--- src/rtl/enc_pkg.sv ---
// Shared types and the quadrature transition classifier for the encoder front end.
package enc_pkg;

  typedef logic [1:0] quad_state_t;

  typedef enum logic {
    INIT,
    TRACK
  } dec_state_t;

  localparam logic DIR_FWD = 1'b1;
  localparam logic DIR_REV = 1'b0;

  typedef struct packed {
    logic valid;
    logic illegal;
    logic dir;
  } quad_step_t;

  // Forward order is 00 -> 01 -> 11 -> 10 -> 00; a double-bit change is illegal.
  function automatic quad_step_t quad_step(input quad_state_t prev, input quad_state_t cur);
    quad_step_t r;
    r = '0;
    case ({prev, cur})
      4'b00_01, 4'b01_11, 4'b11_10, 4'b10_00: begin
        r.valid = 1'b1;
        r.dir   = DIR_FWD;
      end
      4'b00_10, 4'b10_11, 4'b11_01, 4'b01_00: begin
        r.valid = 1'b1;
        r.dir   = DIR_REV;
      end
      4'b00_11, 4'b11_00, 4'b01_10, 4'b10_01: r.illegal = 1'b1;
      default: ;
    endcase
    return r;
  endfunction

endpackage

--- src/rtl/enc_debounce.sv ---
// Per-channel synchroniser chain followed by a level debouncer.
module enc_debounce #(
  parameter int unsigned SYNC_STAGES     = 2,
  parameter int unsigned DEBOUNCE_CYCLES = 16
) (
  input  logic clock,
  input  logic system_reset,
  input  logic raw,
  output logic filtered
);

  localparam int unsigned CW = (DEBOUNCE_CYCLES > 1) ? $clog2(DEBOUNCE_CYCLES) : 1;
  localparam logic [CW-1:0] LAST = CW'(DEBOUNCE_CYCLES - 1);

  logic [SYNC_STAGES-1:0] sync_q;
  logic [CW-1:0]          count;
  logic                   synced;

  assign synced = sync_q[SYNC_STAGES-1];

  always_ff @(posedge clock or posedge system_reset) begin
    if (system_reset) begin
      sync_q   <= '0;
      count    <= '0;
      filtered <= 1'b0;
    end else begin
      sync_q <= {sync_q[SYNC_STAGES-2:0], raw};
      if (synced != filtered) begin
        if (count == LAST) begin
          filtered <= synced;
          count    <= '0;
        end else begin
          count <= count + CW'(1);
        end
      end else begin
        count <= '0;
      end
    end
  end

endmodule

--- src/rtl/encoder_conditioner.sv ---
// Quadrature encoder front end: sync/debounce of A/B, x4 decode, position and error.
// Optional index channel (position zeroing) is enabled by defining ENC_INDEX_EN.
module encoder_conditioner
  import enc_pkg::*;
#(
  parameter int unsigned SYNC_STAGES     = 2,
  parameter int unsigned DEBOUNCE_CYCLES = 16,
  parameter int unsigned POS_WIDTH       = 32
) (
  input  logic                 clock,
  input  logic                 system_reset,
  input  logic                 enc_a,
  input  logic                 enc_b,
`ifdef ENC_INDEX_EN
  input  logic                 enc_index,
`endif
  input  logic                 error_clear,
  output logic                 step_pulse,
  output logic                 step_dir,
  output logic [POS_WIDTH-1:0] position,
  output logic                 quad_error
);

  localparam int unsigned SETTLE = SYNC_STAGES + DEBOUNCE_CYCLES + 1;
  localparam int unsigned SW = $clog2(SETTLE + 1);
  localparam logic [SW-1:0] SETTLE_LAST = SW'(SETTLE - 1);

  logic        a_f;
  logic        b_f;
  logic        index_load;
  quad_state_t cur;
  quad_state_t prev;
  quad_step_t  step;
  dec_state_t  state;
  logic [SW-1:0] settle;

  enc_debounce #(.SYNC_STAGES(SYNC_STAGES), .DEBOUNCE_CYCLES(DEBOUNCE_CYCLES)) u_deb_a (
    .clock        (clock),
    .system_reset (system_reset),
    .raw          (enc_a),
    .filtered     (a_f)
  );

  enc_debounce #(.SYNC_STAGES(SYNC_STAGES), .DEBOUNCE_CYCLES(DEBOUNCE_CYCLES)) u_deb_b (
    .clock        (clock),
    .system_reset (system_reset),
    .raw          (enc_b),
    .filtered     (b_f)
  );

`ifdef ENC_INDEX_EN
  logic idx_f;
  logic idx_q;

  enc_debounce #(.SYNC_STAGES(SYNC_STAGES), .DEBOUNCE_CYCLES(DEBOUNCE_CYCLES)) u_deb_idx (
    .clock        (clock),
    .system_reset (system_reset),
    .raw          (enc_index),
    .filtered     (idx_f)
  );

  always_ff @(posedge clock or posedge system_reset) begin
    if (system_reset) idx_q <= 1'b0;
    else              idx_q <= idx_f;
  end

  assign index_load = (state == TRACK) && idx_f && !idx_q;
`else
  assign index_load = 1'b0;
`endif

  assign cur  = {a_f, b_f};
  assign step = quad_step(prev, cur);

  always_ff @(posedge clock or posedge system_reset) begin
    if (system_reset) begin
      state      <= INIT;
      settle     <= '0;
      prev       <= '0;
      step_pulse <= 1'b0;
      step_dir   <= 1'b0;
      position   <= '0;
      quad_error <= 1'b0;
    end else begin
      step_pulse <= 1'b0;
      if (state == INIT) begin
        // Wait until the filters have caught up with whatever level the pins hold.
        if (settle == SETTLE_LAST) begin
          prev  <= cur;
          state <= TRACK;
        end else begin
          settle <= settle + SW'(1);
        end
      end else begin
        prev <= cur;
        if (step.valid) begin
          step_pulse <= 1'b1;
          step_dir   <= step.dir;
          position   <= (step.dir == DIR_FWD) ? position + POS_WIDTH'(1)
                                              : position - POS_WIDTH'(1);
        end
        if (index_load) position <= '0;
      end
      if ((state == TRACK) && step.illegal) quad_error <= 1'b1;
      else if (error_clear)                 quad_error <= 1'b0;
    end
  end

endmodule

--- config.mk ---
export PLATFORM = sky130hd
export DESIGN_NAME = encoder_conditioner
export DESIGN_NICKNAME = d
export VERILOG_FILES = /design/src/rtl/enc_pkg.sv /design/src/rtl/enc_debounce.sv /design/src/rtl/encoder_conditioner.sv
export SDC_FILE = /design/constraint.sdc
export NUM_CORES = 1
export LEC_CHECK = 0
export BUFFER_PORTS_ARGS = -buffer_cell sky130_fd_sc_hd__buf_2
export CELL_PAD_IN_SITES_DETAIL_PLACEMENT = 1
export CELL_PAD_IN_SITES_GLOBAL_PLACEMENT = 1
export CORE_ASPECT_RATIO = 0.7
export CORE_MARGIN = 1.5
export CORE_UTILIZATION = 40
export CTS_CLUSTER_DIAMETER = 30
export DETAILED_ROUTE_END_ITERATION = 6
export GPL_ROUTABILITY_DRIVEN = 0
export GPL_TIMING_DRIVEN = 0
export PLACE_DENSITY_LB_ADDON = 0.12
export SYNTH_ARGS = -nofsm -noshare
export SYNTH_HDL_FRONTEND = slang
export SYNTH_HIERARCHICAL = 1
export SYNTH_SLANG_ARGS = --single-unit
--- constraint.sdc ---
create_clock -name clock -period 3.1 [get_ports clock]
set_input_delay 0.62 -clock clock [delete_from_list [all_inputs] [get_ports clock]]
set_output_delay 0.62 -clock clock [all_outputs]
set_load 0.1 [all_outputs]
==> metrics.txt <==
largest family of logic cells by synthesized area=compound AO/OA/AOI/OAI gates; Die X=120 um; Total Routed Length=between 10000 and 15000 um; all-layer global routing usage=around 23%; worst setup path start=prev[1]; Max-Cap Viols=0; CTS tree=yes; worst slew pin tran=0.652 ns; vias per cell=5.53; Synth Register Bits=57; row cnt=29; Post-Layout Inst Area=0.00503 sq mm; RR Endpoint=position[30]; P_leak=2.46 nW; most frequent cells in the layout=53 x dfrtp_1, 45 x nand2_1, 39 x buf_2; CTS Buf Count=9; Bufs and invs on worst path=1; Area Overhead vs Synth=32.3%; final hold violations=0; post-synthesis mux area share=2.80%; I/O Pins=40; slowest CP cell=dfrtp_2; R2R Path Start=prev[1]; die area=0.0101 sq mm; sequential power share=between 20% and 30%; FF-to-FF path depth=12; Routed WL per cell=between 15 and 20 um; RSZ-0062 raised after global routing=yes; endpoints failing setup=0; CTS Sinks=57; final max-slew violation count=0; Syn Inst Count=404; global-route wire length before repair=17900 um; # fillers=1035; Routed Antenna Nets=0; YS warnings=6; clock root buffer=clkbuf_16; WS Path Type=reg -> reg; compound-cell area share of the yosys netlist=around 23%; power per cell area=approximately 820 mW/mm^2; register area share after synthesis=37.5%; Gate power share=53.0%; Worst-path clk slew=0.05 ns; Hold WC Path Type=in -> async; cell chain of the critical path=xor2_4, buf_4, nand2_8, ha_2, nand2_1, o21a_1, o211ai_1, o21ai_1, a311oi_2, o211ai_1, mux2i_1, o311ai_0; hold slack=approximately 0.23 ns; Slew Limit Headroom=56.5%; Starting Density=a little over two fifths; placed cell areas=0.00418 sq mm; Residual DRC=0; slowest cell delay on critical path=0.46 ns; Antenna Cells=0; post-detail-place hpwl=7530 um; P_int=2.45 mW; critical path depth=12; Period Utilization, post-route=98.8%; crit-path leading delay family=compound AO/OA/AOI/OAI gates; Worst-Skew Late Latency=~0.34 ns; Worst setup EP type=flop; Core ar.=0.00914 sq mm; Final Skew=0.00876 ns; initial antenna violation count=0; Sw Share=about two fifths; DRT iter0 DRCs=140; number of synthesized flops with an enable pin=0; Post-Synth Adder-Cell Area=11.7%; status=completed; Switching Power=around 1.7 mW; synthesized net count=444; leading cell type in the layout, fill and taps excluded=dfrtp_1; largest net degree at the start of global routing=29; Synth Area in Simple Gates=13.0%; Mapped Area=0.00380 sq mm; Crit path arrival time=around 3.3 ns; Final WS setup=0.0367 ns; CP most frequent cell=o211ai_1; Cell variety after synth=between 50 and 60; Main synth FF type=dfrtp_1; Final #Nets=between 500 and 600; CTS Hold Bufs=0; post-layout minimum cycle time=roughly 3.1 ns; die height=84.6 um; DR vias=3312; number of port buffers=39; CP max FO=8; Async SR Flop Fraction=between 90% and 100%; pre-CTS setup slack=-0.726 ns; Worst Setup Start Kind=flop; CP required=around 3.3 ns; xor/xnor cell area share of the yosys netlist=about a tenth; Worst VDD drop=0.353 mV; gr ovfl total=0; CP endpoint=position[30]; Pwr Total=4.15 mW; Highest Clock Rate=326 MHz; number of H-tree levels=3; DRT Pass-1 Iters=4; vias in the first global route=3346; Post-Syn Area per Cell=9.42 sq um; share of layout cells above drive strength 1=30.1%; CTS Buffer Depth=2; internal reg-to-reg setup slack=between 0.03 and 0.04 ns; clock network fraction of total power=between 20% and 30%
-- how the worst min path moves through the flow --
stage                                 start           endpoint  slack, ns  cells past startpoint
after global placement    u_deb_a/sync_q[0]  u_deb_a/sync_q[1]       0.33                      0
after detailed placement  u_deb_a/sync_q[0]  u_deb_a/sync_q[1]       0.34                      0
after global routing           system_reset   u_deb_a/count[3]       0.25                      2
final                          system_reset   u_deb_a/count[3]       0.23                      2
after CTS                      system_reset   u_deb_a/count[3]       0.24                      2
after floorplan           u_deb_a/sync_q[0]  u_deb_a/sync_q[1]       0.33                      0
-- layer usage --
| metal | share of wire (%) | track usage [%] | up-vias |
|---|---|---|---|
| li1 | - | - | 1600 |
| met1 | 51 | 33.6 | 1652 |
| met2 | 45 | 33.5 | 49 |
| met3 | 2.6 | 4.76 | 11 |
| met4 | 1.2 | 6.60 | 0 |
| met5 | 0 | 0 | - |
-- synthesized netlist by cell type, types with 2 or more instances --
cell       n  share of area (%)
a211oi_1   3               0.59
clkbuf_1  10               0.99
a31oi_1    5               0.82
xnor2_1   27                6.2
o21bai_1   4               0.79
ha_1      34                 11
inv_1     14                1.4
o211ai_1   8                1.6
mux2_4     2               0.79
mux2_2     5                1.5
o21ai_1    8                1.1
a21oi_1   28                3.7
mux2i_1    2               0.53
or2_2      2               0.33
o21ai_0   36                4.7
and3_2     2               0.39
xor2_1    15                3.5
o21a_1     4               0.79
nand3_1    8                1.1
nor2_1    19                1.9
nand3_2    2               0.53
nor2b_1    5               0.82
nor3_1     4               0.53
and3_1     3               0.49
dfrtp_1   57                 37
a21boi_0   3               0.59
nand4_1    5               0.82
a311oi_1   5                1.2
nand2_1   46                4.5
a21o_1    14                2.8
a21o_2     3               0.69
-- flip-flops by register name, summed over array words and instances (netlist names) --
signal,count
u_deb_a/sync_q,2
step_dir,1
prev,2
u_deb_b/filtered,1
u_deb_b/sync_q,2
step_pulse,1
settle,5
u_deb_a/filtered,1
state,1
u_deb_b/count,4
position,32
u_deb_a/count,4
quad_error,1
-- stage by stage --
step	utilization [%]	setup TNS, ns	std cells
floorplan	-	0	404
global placement	45.5	-7.75	567
detailed placement	45.7	-11.50	568
CTS	51.5	-0.0106	593
global route	55.0	-0.319	599
finish	55.0	0	599
-- layout make-up --
cell class                 instances  area [sq um]  share of cell area, %
sequential                        57          1430                   28.4
clock buffer                      11           253                   5.02
buffer                             9          41.3                  0.820
inverter                          14          52.6                   1.04
clock inverter                     5          77.6                   1.54
multi-input combinational        324          2670                   53.0
timing repair buffer              55           357                   7.09
tap                              124           155                   3.08
-- cells by family (layout without fill, tap and decap cells) --
kind of cell               count (synthesis)  in the layout
adders and majority gates                 35             35
xor gates and xnor gates                  42             42
muxes                                      9              9
buffers and inverters                     25             94
and+or+nand+nor                          103            105
DFF                                       57             57
AOI/OAI and AO/OA                        133            133
-- power by group through the flow --
stage	Combinational, mW	Clock, mW	Sequential [mW]
6_report	2.20	1.11	0.843
5_1_grt	2.36	1.16	0.849
4_1_cts	1.92	1.13	0.835
3_5_place_dp	1.83	0	0.847
3_3_place_gp	1.80	0	0.844
2_1_floorplan	1.19	0	1.11
-- repair_timing --
action,CTS,global route
cloned,2,0
setup buffers,9,6
gates resized for setup,18,48
endpoints found under the setup margin,24,13
pin swaps,6,17
Note: power is estimated with default switching activity, not from simulation.
